<file path="src/rtl/seq_rem_pkg.sv">
// Shared types and defaults for the sequential sign-magnitude remainder unit.
package seq_rem_pkg;

  localparam int SEQ_REM_W_DEF = 8;

  typedef enum logic [1:0] {
    IDLE = 2'd0,
    CALC = 2'd1,
    DONE = 2'd2
  } state_e;

endpackage

</file>
<file path="src/rtl/rem_step.sv">
// One restoring-division step. The partial remainder is shifted left with the
// next dividend bit appended, and |B| is subtracted on a trial basis. The
// difference is kept only when it is non-negative.
module rem_step #(
  parameter int M = 7
) (
  input  logic [M-1:0] rem_i,
  input  logic         bit_i,
  input  logic [M-1:0] div_i,
  output logic [M-1:0] rem_o,
  output logic         q_o
);

  logic [M:0] shifted;

  // Trial subtract. Both candidate results are smaller than the divisor, so they fit in M bits.
  always_comb begin
    shifted = {rem_i, bit_i};
    q_o     = (shifted >= {1'b0, div_i});
    rem_o   = q_o ? M'(shifted - {1'b0, div_i}) : shifted[M-1:0];
  end

endmodule

</file>
<file path="src/rtl/seq_rem.sv">
// Sequential sign-magnitude remainder, one restoring step per clock, MSB first.
// Optional quotient output: define SEQ_REM_QUOT_EN to add the Quot port.
//
// Handshake: start is sampled only in IDLE. busy is high for the M CALC
// cycles, and done pulses for one cycle in DONE. Res and the flags become
// valid with done and hold until the next result is written. A start seen
// in CALC or DONE is dropped and is not remembered.
module seq_rem
  import seq_rem_pkg::*;
#(
  parameter int W = SEQ_REM_W_DEF
) (
  input  logic         clk,
  input  logic         rst_n,
  input  logic         start,
  input  logic [W-1:0] NumA,
  input  logic [W-1:0] NumB,
  output logic         busy,
  output logic         done,
  output logic [W:0]   Res,
  output logic         negF,
  output logic         zerF,
  output logic         DZF,
`ifdef SEQ_REM_QUOT_EN
  output logic [W-1:0] Quot,
`endif
  output state_e       dbg_state
);

  localparam int M  = W - 1;
  localparam int CW = $clog2(M + 1);
  localparam logic [CW-1:0] LAST = CW'(M - 1);

  state_e          state_q, state_d;
  logic [CW-1:0]   cnt_q, cnt_d;
  logic [M-1:0]    dvd_q, dvd_d;      // dividend bits shift out, quotient bits shift in
  logic [M-1:0]    div_q, div_d;
  logic [M-1:0]    rem_q, rem_d;
  logic            sa_q, sa_d;
  logic            res_sign_q, res_sign_d;
  logic [M-1:0]    res_mag_q, res_mag_d;
  logic            zer_q, zer_d;
  logic            dz_q, dz_d;
  logic [M-1:0]    rem_nxt;
  logic            q_bit;
  logic [M-1:0]    quot_mag;

`ifdef SEQ_REM_QUOT_EN
  logic            sb_q, sb_d;
  logic [W-1:0]    quot_q, quot_d;
`else
  logic            unused_sign_b;
  assign unused_sign_b = NumB[W-1];
`endif

  rem_step #(.M(M)) u_step (
    .rem_i (rem_q),
    .bit_i (dvd_q[M-1]),
    .div_i (div_q),
    .rem_o (rem_nxt),
    .q_o   (q_bit)
  );

  assign quot_mag = {dvd_q[M-2:0], q_bit};

  // Next-state, operand capture, iteration and result capture.
  always_comb begin
    state_d    = state_q;
    cnt_d      = cnt_q;
    dvd_d      = dvd_q;
    div_d      = div_q;
    rem_d      = rem_q;
    sa_d       = sa_q;
    res_sign_d = res_sign_q;
    res_mag_d  = res_mag_q;
    zer_d      = zer_q;
    dz_d       = dz_q;
`ifdef SEQ_REM_QUOT_EN
    sb_d       = sb_q;
    quot_d     = quot_q;
`endif
    case (state_q)
      IDLE: begin
        if (start) begin
          sa_d  = NumA[W-1];
          dvd_d = NumA[M-1:0];
          div_d = NumB[M-1:0];
          rem_d = '0;
          cnt_d = '0;
`ifdef SEQ_REM_QUOT_EN
          sb_d  = NumB[W-1];
`endif
          if (NumB[M-1:0] == '0) begin
            // Division by zero: the result is ready immediately.
            state_d    = DONE;
            res_sign_d = 1'b0;
            res_mag_d  = '0;
            zer_d      = 1'b0;
            dz_d       = 1'b1;
`ifdef SEQ_REM_QUOT_EN
            quot_d     = '0;
`endif
          end else begin
            state_d = CALC;
          end
        end
      end
      CALC: begin
        rem_d = rem_nxt;
        dvd_d = quot_mag;
        cnt_d = cnt_q + CW'(1);
        if (cnt_q == LAST) begin
          state_d    = DONE;
          res_mag_d  = rem_nxt;
          res_sign_d = sa_q && (rem_nxt != '0);
          zer_d      = (rem_nxt == '0);
          dz_d       = 1'b0;
`ifdef SEQ_REM_QUOT_EN
          quot_d     = {(sa_q ^ sb_q) && (quot_mag != '0), quot_mag};
`endif
        end
      end
      DONE:    state_d = IDLE;
      default: state_d = IDLE;
    endcase
  end

  // State and datapath registers with asynchronous clear.
  always_ff @(posedge clk or negedge rst_n) begin
    if (!rst_n) begin
      state_q    <= IDLE;
      cnt_q      <= '0;
      dvd_q      <= '0;
      div_q      <= '0;
      rem_q      <= '0;
      sa_q       <= 1'b0;
      res_sign_q <= 1'b0;
      res_mag_q  <= '0;
      zer_q      <= 1'b0;
      dz_q       <= 1'b0;
`ifdef SEQ_REM_QUOT_EN
      sb_q       <= 1'b0;
      quot_q     <= '0;
`endif
    end else begin
      state_q    <= state_d;
      cnt_q      <= cnt_d;
      dvd_q      <= dvd_d;
      div_q      <= div_d;
      rem_q      <= rem_d;
      sa_q       <= sa_d;
      res_sign_q <= res_sign_d;
      res_mag_q  <= res_mag_d;
      zer_q      <= zer_d;
      dz_q       <= dz_d;
`ifdef SEQ_REM_QUOT_EN
      sb_q       <= sb_d;
      quot_q     <= quot_d;
`endif
    end
  end

  assign busy      = (state_q == CALC);
  assign done      = (state_q == DONE);
  assign Res       = {res_sign_q, 1'b0, res_mag_q};
  assign negF      = res_sign_q;
  assign zerF      = zer_q;
  assign DZF       = dz_q;
  assign dbg_state = state_q;
`ifdef SEQ_REM_QUOT_EN
  assign Quot      = quot_q;
`endif

endmodule

</file>
<file path="config.mk">
export PLATFORM = sky130hd
export DESIGN_NAME = seq_rem
export DESIGN_NICKNAME = d
export VERILOG_FILES = /design/src/rtl/seq_rem_pkg.sv /design/src/rtl/rem_step.sv /design/src/rtl/seq_rem.sv
export SDC_FILE = /design/constraint.sdc
export NUM_CORES = 1
export LEC_CHECK = 0
export BUFFER_PORTS_ARGS = -buffer_cell sky130_fd_sc_hd__buf_2
export CAP_MARGIN = 10
export CORE_MARGIN = 4
export CORE_UTILIZATION = 60
export DETAILED_ROUTE_END_ITERATION = 6
export GPL_ROUTABILITY_DRIVEN = 0
export GPL_TIMING_DRIVEN = 0
export PLACE_DENSITY_LB_ADDON = 0.3
export SLEW_MARGIN = 10
export SYNTH_ARGS = -nofsm -noshare
export SYNTH_HDL_FRONTEND = slang
export SYNTH_SLANG_ARGS = --single-unit
</file>
<file path="constraint.sdc">
create_clock -name clk -period 5.2 [get_ports clk]
set_clock_uncertainty 0.1 [all_clocks]
set_input_delay 0 -clock clk [delete_from_list [all_inputs] [get_ports clk]]
set_output_delay 0 -clock clk [all_outputs]
set_load 0.01 [all_outputs]
</file>
==> results of run 1 <==
## placed cells by master, fill, tap and decap left out, types with 2 or more instances in the layout
master / instances
or2_2: 2
clkbuf_1: 4
a311o_1: 2
o21ai_0: 26
mux2i_1: 10
buf_4: 2
inv_1: 14
dlygate4sd3_1: 18
nor2b_1: 5
nor2_1: 2
nand2_1: 33
nor3_1: 5
o2111a_1: 2
ha_1: 9
buf_2: 32
a31oi_1: 2
nand3_1: 2
mux2_2: 4
clkbuf_4: 5
buf_6: 3
a21oi_1: 2
dfrtp_1: 37
a21o_1: 2
o31ai_1: 5
clkbuf_2: 2
nor3b_1: 2
nand2b_1: 2
## worst max-delay path, stage by stage, from the launching register on
cell      delay, ns
dfrtp_1        0.44
inv_1          0.07
ha_1           0.15
inv_1          0.05
fa_1           0.40
nand3_1        0.16
a31oi_1        0.13
nand2b_2       0.22
buf_6          0.16
o211a_1        0.24
mux2_4         0.27
## Yosys cell counts, drive strengths merged (3+ instances only)
| library cell | n |
|---|---|
| a21oi | 3 |
| buf | 5 |
| clkbuf | 6 |
| dfrtp | 37 |
| ha | 9 |
| inv | 15 |
| mux2 | 5 |
| mux2i | 10 |
| nand2 | 33 |
| nand2b | 3 |
| nor2b | 5 |
| nor3 | 5 |
| o21ai | 27 |
| o31ai | 6 |
## cell families after synthesis
kind of cell	count (synthesis)
multiplexers	15
flip-flops	37
adder cells (fa/ha/maj)	10
AO/OA/AOI/OAI	60
buffers and inverters	26
XOR/XNOR	2
AND/OR/NAND/NOR	65
other	1
## power by group through the flow
stage	logic (mW)	clock network (mW)	registers, mW
final	1.16	0.165	0.523
after global routing	1.29	0.181	0.538
after CTS	1.16	0.165	0.521
after detailed placement	1.13	0	0.527
after global placement	1.11	0	0.520
after floorplan	0.877	0	0.514
## routing by layer
| metal | up-vias | routed length [um] | global-route usage |
|---|---|---|---|
| li1 | 889 | - | - |
| met1 | 860 | 2054 | 0.2881 |
| met2 | 54 | 2490 | 0.4176 |
| met3 | 9 | 255 | 0.04762 |
| met4 | 0 | 91 | 0.09677 |
| met5 | - | 0 | 0 |
## area by class of cell
type / instances / area share
Sequential cell: 37 / 0.3527
Buffer: 11 / 0.02812
Multi-Input combinational cell: 153 / 0.4214
Clock inverter: 2 / 0.005243
Clock buffer: 6 / 0.01954
Tap cell: 46 / 0.02193
Timing Repair Buffer: 50 / 0.1296
Inverter: 15 / 0.02145
## per-stage QoR
stage                     worst slack (ns)  hold WS, ns  std cells
after floorplan                      2.947      -0.3956        216
after CTS                            2.725       0.2038        320
final                                2.712       0.1844        320
after global routing                 2.616       0.2458        320
after detailed placement             2.746      0.03967        294
after global placement               2.769      0.02901        294
## final timing paths
| path | endpoint | slack (ns) |
|---|---|---|
| max | res_mag_q[0] | 2.71 |
| max reg2reg | res_mag_q[0] | 2.71 |
| min in group clk | div_q[5] | 0.32 |
| max in group asynchronous | div_q[1] | 4.30 |
| min | res_mag_q[1] | 0.18 |
| min reg2reg | res_mag_q[1] | 0.39 |
## flip-flops by register name (all words and copies together) (netlist names)
register,flops
cnt_q,3
zerF,1
div_q,7
rem_q,7
sa_q,1
dbg_state,2
res_mag_q,7
dvd_q,7
negF,1
DZF,1
## timing repair
item / 4_1_cts / 5_1_grt
hold buffers: 18 / 0
setup buffers: 0 / 0
endpoints found under the hold margin: 54 / 0
==> flow_metrics.tcl, run 1 <==
set metrics [dict create \
    synth.area.mux_share 0.07407 \
    worst_pin_slew_ns 0.8287 \
    dr.pass1.iters 4 \
    cp_max_fo 10 \
    synth-xor-area-share 0.008102 \
    via_per_inst 5.663 \
    pin_count 35 \
    swShare 0.4584 \
    timing.slew.headroom 0.4476 \
    cts_max_path_buffers 2 \
    yosysWarningCount 0 \
    synthSimpleGateAreaFrac 0.1644 \
    hp-class "input pin to async pin" \
    diodes 0 \
    initial_core_util 0.6330 \
    synth-compound-area-share 0.2020 \
    required_ns 5.35 \
    avgSynthCellArea_um2 10.01 \
    power_frac_comb 0.628 \
    ys_seq_elements 37 \
    clkTransAtPathRegs_ns 0.12 \
    rows 21 \
    drt-initial-drc-count 121 \
    synth_top_area_frac 0.4282 \
    syn_inst 216 \
    finalSetupTns_ns 0 \
    intPower_mw 1.000 \
    port-buffer-count 32 \
    cts_tree "built" \
    place_area_um2 2380 \
    clock_sinks 37 \
    drive_gt1_frac 0.2372 \
    yosysSeqAreaShare 0.4282 \
    total_power_mw 1.847 \
    finalHoldViolCount 0 \
    p_switching_mw 0.8467 \
    post_drt_wl_per_cell_um 15.29 \
    die_h_um 68.03 \
    synth_area_um2 2162 \
    grt_use_total 0.2396 \
    htreeDepth 2 \
    seqCellArea_um2 925.9 \
    layout_min_cycle_time_ns 2.488 \
    grt_pass1_vias 1797 \
    final_design_area_no_fill_um2 2625 \
    yosys.area_share.adder 0.06134 \
    finalSetupViolCount 0 \
    arrival_ns 2.63 \
    r2r_start "dvd_q[6]" \
    finalNetCount 302 \
    grt_max_degree 38 \
    worst_setup_path_start_kind "flop" \
    max_cap_violations 0 \
    clk_latency_ns 0.35 \
    synth-main-ff-cell "dfrtp_1" \
    cts_made_buffers 5 \
    min_period_over_period 0.4785 \
    grt_first_pass_wirelength_um 8100 \
    fill_cells 245 \
    end_kind "flop" \
    cts_root_buffer "clkbuf_4" \
    seq_power_share 0.283 \
    status "finished clean" \
    leakage_nw 1.273 \
    die-area_um2 4628 \
    dp_hpwl_um 3457 \
    reg2reg_depth 10 \
    ant_nets 0 \
    antenna_found_initial 0 \
    drv_slew 0 \
    dieWidth_um 68.03 \
    synth-async-reset-ratio 1.000 \
    synthTopCellsByArea "dfrtp_1 43%, o21ai_0 6.0%, nand2_1 5.7%, ha_1 5.2%, mux2i_1 4.6%" \
    synth_edf_count 0 \
    startpoint "dvd_q[6]" \
    synthesis.nets 245 \
    totalWireLength_um 4893 \
    ir_drop_v 0.0004699 \
    core-area_um2 3416 \
    crit_type "flop to flop" \
    pwr-share-clk 0.089 \
    grt_setup_unrepaired "no" \
    synth_top_family_by_area "compound AO/OA/AOI/OAI gates" \
    yosysTopAreaCell "dfrtp_1" \
    power_density_nw_per_um2 703.6 \
    fin_util 0.7685 \
    syn2layout_area_growth_pct 21.41 \
    vias 1812 \
    overflow 0 \
    post-route-drc-count 0 \
    synth.distinct_cells 61 \
    fmax_ghz 0.4019 \
    cts_resized 0 \
    multi_input_area_um2 1106 \
]
No activity file was read; power rests on OpenSTA's default activity.
==> run 2, diff against run 1 <==
--- a/config.mk
+++ b/config.mk
@@ -8,7 +8,7 @@
 export BUFFER_PORTS_ARGS = -buffer_cell sky130_fd_sc_hd__buf_2
 export CAP_MARGIN = 10
 export CORE_MARGIN = 4
-export CORE_UTILIZATION = 60
+export CORE_UTILIZATION = 56
 export DETAILED_ROUTE_END_ITERATION = 6
 export GPL_ROUTABILITY_DRIVEN = 0
 export GPL_TIMING_DRIVEN = 0
==> constraint.sdc (replaced) <==
create_clock -name clk -period 2.4 [get_ports clk]
set_clock_uncertainty 0.1 [all_clocks]
set_input_delay 0 -clock clk [delete_from_list [all_inputs] [get_ports clk]]
set_output_delay 0 -clock clk [all_outputs]
set_load 0.01 [all_outputs]
==> flow_metrics.tcl, run 2 (synthesis results as in run 1) <==
set metrics [dict create \
    critPathBufInv 3 \
    dr.pass1.iters 4 \
    htreeDepth 2 \
    final_common_cell "dfrtp_1" \
    critPathTopFamily "compound AO/OA/AOI/OAI gates" \
    fin_util 0.7398 \
    timing.slew.headroom 0.4656 \
    initial_core_util 0.5862 \
    power_density_nw_per_um2 1633 \
    grt_first_pass_wirelength_um 8424 \
    crit_type "flop to flop" \
    end_kind "flop" \
    place_ws_ns -0.04429 \
    fmax_ghz 0.4195 \
    core-area_um2 3689 \
    status "finished clean" \
    cp_max_fo 4 \
    via_per_inst 5.901 \
    finalSetupViolCount 0 \
    layout_min_cycle_time_ns 2.384 \
    final_design_area_no_fill_um2 2729 \
    cts_root_buffer "clkbuf_8" \
    dp_hpwl_um 3355 \
    dp.cells 296 \
    vias 1906 \
    worst_slack_ns 0.01617 \
    finalNetCount 303 \
    min_period_over_period 0.9933 \
    crit_top_cell "inv_1" \
    overflow 0 \
    grt_pass1_vias 1789 \
    grt_max_degree 38 \
    pin_count 35 \
    cts_tree "built" \
    drv_slew 0 \
    clk_latency_ns 0.29 \
    clkTransAtPathRegs_ns 0.07 \
    max_cap_violations 0 \
    diodes 0 \
    worst_setup_path_start_kind "flop" \
    grt_use_total 0.2160 \
    drive_gt1_frac 0.2655 \
    ir_drop_v 0.0009520 \
    rows 22 \
    worst_pin_slew_ns 0.8016 \
    slowest_delay_ns 0.40 \
    totalWireLength_um 5183 \
    grt_setup_unrepaired "yes" \
    syn2layout_area_growth_pct 26.22 \
    final_cell_mix "37 x dfrtp_1, 33 x nand2_1, 32 x buf_2" \
    place_area_um2 2382 \
    hp-class "input pin to flop" \
    arrival_ns 2.52 \
    port-buffer-count 32 \
    post_drt_wl_per_cell_um 16.05 \
    ant_nets 0 \
    antenna_found_initial 0 \
    die_h_um 70.14 \
    critPathSlowestCell "dfrtp_1" \
    cts_made_buffers 5 \
    path_cells "inv_1, ha_1, inv_1, fa_2, nand3_4, a31oi_2, buf_4, o21ai_0, o211a_1, mux2_4" \
    leakage_nw 1.304 \
    post-route-drc-count 0 \
    die-area_um2 4919 \
    stdcell_count 323 \
    finalHoldViolCount 0 \
    clock_sinks 37 \
    cts_max_path_buffers 2 \
    drt-initial-drc-count 104 \
    dieWidth_um 70.14 \
    required_ns 2.53 \
]
## run 2: changes by cell type in the layout (fill, tap and decap cells not counted), moves of 2 or more
cell,previous run,this run
buf_4,2,5
clkbuf_4,5,0
clkbuf_8,1,6
dlygate4sd3_1,18,16
## run 2: worst paths after layout
path | from | to | slack (ns) | depth (start not counted)
worst max-delay path | dvd_q[6] | res_mag_q[0] | 0.02 | 10
worst min-delay path | start | dvd_q[6] | 0.06 | 3
worst max register to register | dvd_q[6] | res_mag_q[0] | 0.02 | 10
worst min register to register | zerF | zerF | 0.38 | 2
max in group asynchronous | rst_n | dvd_q[5] | 1.46 | 2
min in group asynchronous | rst_n | div_q[1] | 0.23 | 2
## run 2: metrics by stage
stage / total power [mW] / setup TNS, ns / hold slack, ns
6_report: 4.457 / 0 / 0.05593
5_1_grt: 4.801 / -0.1675 / 0.07437
4_1_cts: 4.212 / 0 / 0.04596
3_5_place_dp: 3.581 / -0.04429 / 0.03490
3_3_place_gp: 3.529 / -0.04192 / 0.03476
2_1_floorplan: 3.013 / 0 / -0.3956
## run 2: area by class of cell
class	instances	area (um2)
buffer	11	73.82
clock buffer	7	86.33
clock inverter	1	30.03
fill	258	959.7
inverter	15	56.30
multi-input combinational	153	1154
sequential	37	925.9
tap	48	60.06
timing repair buffer	51	342.8
## run 2: where the power goes
group          switching [mW]  internal, mW  total [mW]
combinational            1.57          1.20        2.77
sequential              0.221         0.913        1.13
clock                   0.219         0.339       0.557
total                    2.00          2.45        4.46
## run 2: worst min-delay path: stages
cell	delay, ns
buf_2	0.08
o21bai_1	0.14
o21ai_0	0.18
## run 2: metal layers
layer | vias to the layer above | GRT usage | routed length (um)
li1 | 889 | - | -
met1 | 932 | 0.2845 | 2216
met2 | 74 | 0.3494 | 2562
met3 | 11 | 0.04317 | 315
met4 | 0 | 0.08511 | 89
met5 | - | 0 | 0
## run 2: repair_timing
action / CTS / global route
setup buffers: 1 / 2
hold buffers: 16 / 0
endpoints found under the setup margin: 1 / 12
hold endpoints to repair: 52 / 0
pin swaps: 0 / 1
resized for setup: 1 / 7
==> run 3, diff against run 2 <==
--- a/config.mk
+++ b/config.mk
@@ -16,4 +16,5 @@
 export SLEW_MARGIN = 10
 export SYNTH_ARGS = -nofsm -noshare
 export SYNTH_HDL_FRONTEND = slang
+export SYNTH_HIERARCHICAL = 1
 export SYNTH_SLANG_ARGS = --single-unit
==> flow_metrics.tcl, run 3 <==
set metrics [dict create \
    hold_end "div_q[2]" \
    totalWireLength_um 5462 \
    max_cap_violations 0 \
    reg2reg_depth 10 \
    finalHoldViolCount 0 \
    synth-compound-area-share 0.1493 \
    port-buffer-count 32 \
    grt_max_degree 38 \
    post-route-drc-count 0 \
    dp_hpwl_um 3292 \
    overflow 0 \
    r2r_start "div_q[0]" \
    ys_top_cells_by_count "44 x nand2_1, 37 x dfrtp_1, 20 x inv_1" \
    avgSynthCellArea_um2 9.426 \
    power_frac_comb 0.650 \
    fmax_ghz 0.3324 \
    dieWidth_um 69.54 \
    synth-async-reset-ratio 1.000 \
    pwr-share-clk 0.108 \
    cts_root_buffer "clkbuf_8" \
    arrival_ns 3.07 \
    vias 1904 \
    seq_power_share 0.243 \
    drive_gt1_frac 0.2778 \
    cts_tree "built" \
    worst_slack_ns -0.6085 \
    finalNetCount 317 \
    p_switching_mw 2.065 \
    r2r_slack_ns -0.61 \
    htreeDepth 2 \
    leakage_nw 1.353 \
    violations "negative setup slack" \
    status "finished, violations left" \
    worst_pin_slew_ns 0.7969 \
    hp-class "input pin to flop" \
    synth_area_um2 2121 \
    grt_setup_unrepaired "yes" \
    dr.pass1.iters 4 \
    synth.area.mux_share 0.07552 \
    pin_count 35 \
    yosysWarningCount 6 \
    swShare 0.4294 \
    cp_max_fo 6 \
    drv_slew 0 \
    ys_seq_elements 37 \
    total_power_mw 4.810 \
    core-area_um2 3661 \
    grt_pass1_vias 1852 \
    synth.most_common_cell "nand2_1" \
    layout_min_cycle_time_ns 3.008 \
    worst_setup_path_start_kind "flop" \
    finalSetupViolCount 5 \
    antenna_found_initial 0 \
    syn_inst 225 \
    yosysSeqAreaShare 0.4366 \
    grt_use_total 0.2131 \
    fill_cells 257 \
    post_drt_wl_per_cell_um 16.26 \
    end_kind "flop" \
    min_period_over_period 1.254 \
    ant_nets 0 \
    synth.distinct_cells 49 \
    via_per_inst 5.667 \
    crit_type "flop to flop" \
    drt-initial-drc-count 100 \
    grt_first_pass_wirelength_um 8355 \
    synth_top_area_frac 0.4366 \
    timing.slew.headroom 0.4687 \
    clock_sinks 37 \
    synthTopCellsByArea "dfrtp_1 44%, nand2_1 7.8%, ha_1 5.3%, mux2i_1 4.7%, inv_1 3.5%" \
    synth-xor-area-share 0.008260 \
    ir_drop_v 0.0009360 \
    initial_core_util 0.5793 \
    cts_max_path_buffers 2 \
    yosysTopAreaCell "dfrtp_1" \
    r2r-end "negF" \
    finalSetupTns_ns -1.318 \
    clkTransAtPathRegs_ns 0.07 \
    syn2layout_area_growth_pct 28.61 \
    synth_edf_count 0 \
    intPower_mw 2.745 \
    yosys.area_share.adder 0.06254 \
    synth-main-ff-cell "dfrtp_1" \
    synth_top_family_by_area "simple AND/OR/NAND/NOR gates" \
    clk_latency_ns 0.29 \
    worstHoldPathCells 4 \
    rows 22 \
    final_common_cell "nand2_1" \
    die_h_um 69.54 \
    diodes 0 \
    hold_slack_ns 0.1002 \
    synthSimpleGateAreaFrac 0.1900 \
    power_density_nw_per_um2 1763 \
    final_cell_mix "42 x nand2_1, 37 x dfrtp_1, 37 x buf_2" \
    required_ns 2.46 \
    min_from "start" \
    fin_util 0.7450 \
    cts_made_buffers 5 \
    synthesis.nets 254 \
    die-area_um2 4836 \
]
## run 3: cell count changes in the layout (fill, tap and decap cells not counted), moves of 3 or more
cell | previous run | this run
a22o_1 | 1 | 8
buf_2 | 32 | 37
buf_4 | 5 | 10
clkbuf_1 | 5 | 1
inv_1 | 14 | 20
nand2_1 | 33 | 42
nand3_1 | 1 | 11
nor2_1 | 2 | 8
nor2b_1 | 5 | 2
nor3_1 | 5 | 1
o211ai_1 | 0 | 10
o21ai_0 | 26 | 11
o31ai_1 | 5 | 0
## run 3: per-layer routing
layer,track usage,vias up,part of all wire
li1,-,901,-
met1,0.2756,933,0.42
met2,0.3623,57,0.51
met3,0.03768,13,0.050
met4,0.06725,0,0.023
met5,0,-,0
## run 3: kinds of logic after synthesis
group	after synthesis
compound gates	43
xor+xnor	2
fa+ha+maj	10
buf+inv	34
flops	37
mux	15
other cells	1
simple gates	83
## run 3: power groups by stage
stage / logic (mW) / clock network [mW] / registers [mW]
final: 3.12 / 0.518 / 1.17
after detailed placement: 2.53 / 0 / 1.17
after floorplan: 1.94 / 0 / 1.16
after global placement: 2.47 / 0 / 1.15
after global routing: 3.40 / 0.549 / 1.20
after CTS: 2.78 / 0.520 / 1.15
## run 3: final cells by class
cell class | instances | area [um2] | share of cell area
Clock inverter | 2 | 35.03 | 0.01284
Multi-Input combinational cell | 154 | 1092 | 0.4005
Clock buffer | 5 | 68.82 | 0.02523
Inverter | 22 | 83.83 | 0.03073
Sequential cell | 37 | 925.9 | 0.3394
Buffer | 12 | 77.57 | 0.02844
Tap cell | 48 | 60.06 | 0.02202
Timing Repair Buffer | 56 | 384.1 | 0.1408
## run 3: metrics by stage
| step | worst slack (ns) | cell area [um2] | std cells |
|---|---|---|---|
| finish | -0.6085 | 2728 | 336 |
| detailed placement | -0.6538 | 2369 | 305 |
| global placement | -0.6176 | 2369 | 305 |
| floorplan | -0.4187 | 2148 | 225 |
| CTS | -0.5679 | 2684 | 333 |
| global route | -0.6933 | 2728 | 336 |
## run 3: critical path: stages, from the launching register on
cell,delay [ns]
dfrtp_1,0.39
ha_2,0.21
fa_2,0.36
nand2b_4,0.16
a21oi_4,0.16
o221ai_2,0.13
nand2_4,0.12
mux2_4,0.33
or4_4,0.55
o211ai_1,0.24
o211ai_1,0.13
## run 3: worst max path at each step
| stage | from | end | slack [ns] |
|---|---|---|---|
| after floorplan | div_q[0] | negF | -0.42 |
| after global placement | div_q[0] | negF | -0.62 |
| after detailed placement | dvd_q[6] | negF | -0.65 |
| after CTS | div_q[0] | negF | -0.57 |
| after global routing | div_q[0] | negF | -0.69 |
| final | div_q[0] | negF | -0.61 |
## run 3: what timing repair did
item | CTS | global route
hold buffers | 16 | 0
endpoints found under the setup margin | 7 | 16
pin swaps | 5 | 3
resized for setup | 4 | 7
endpoints found under the hold margin | 52 | 0
buffers inserted | 5 | 3
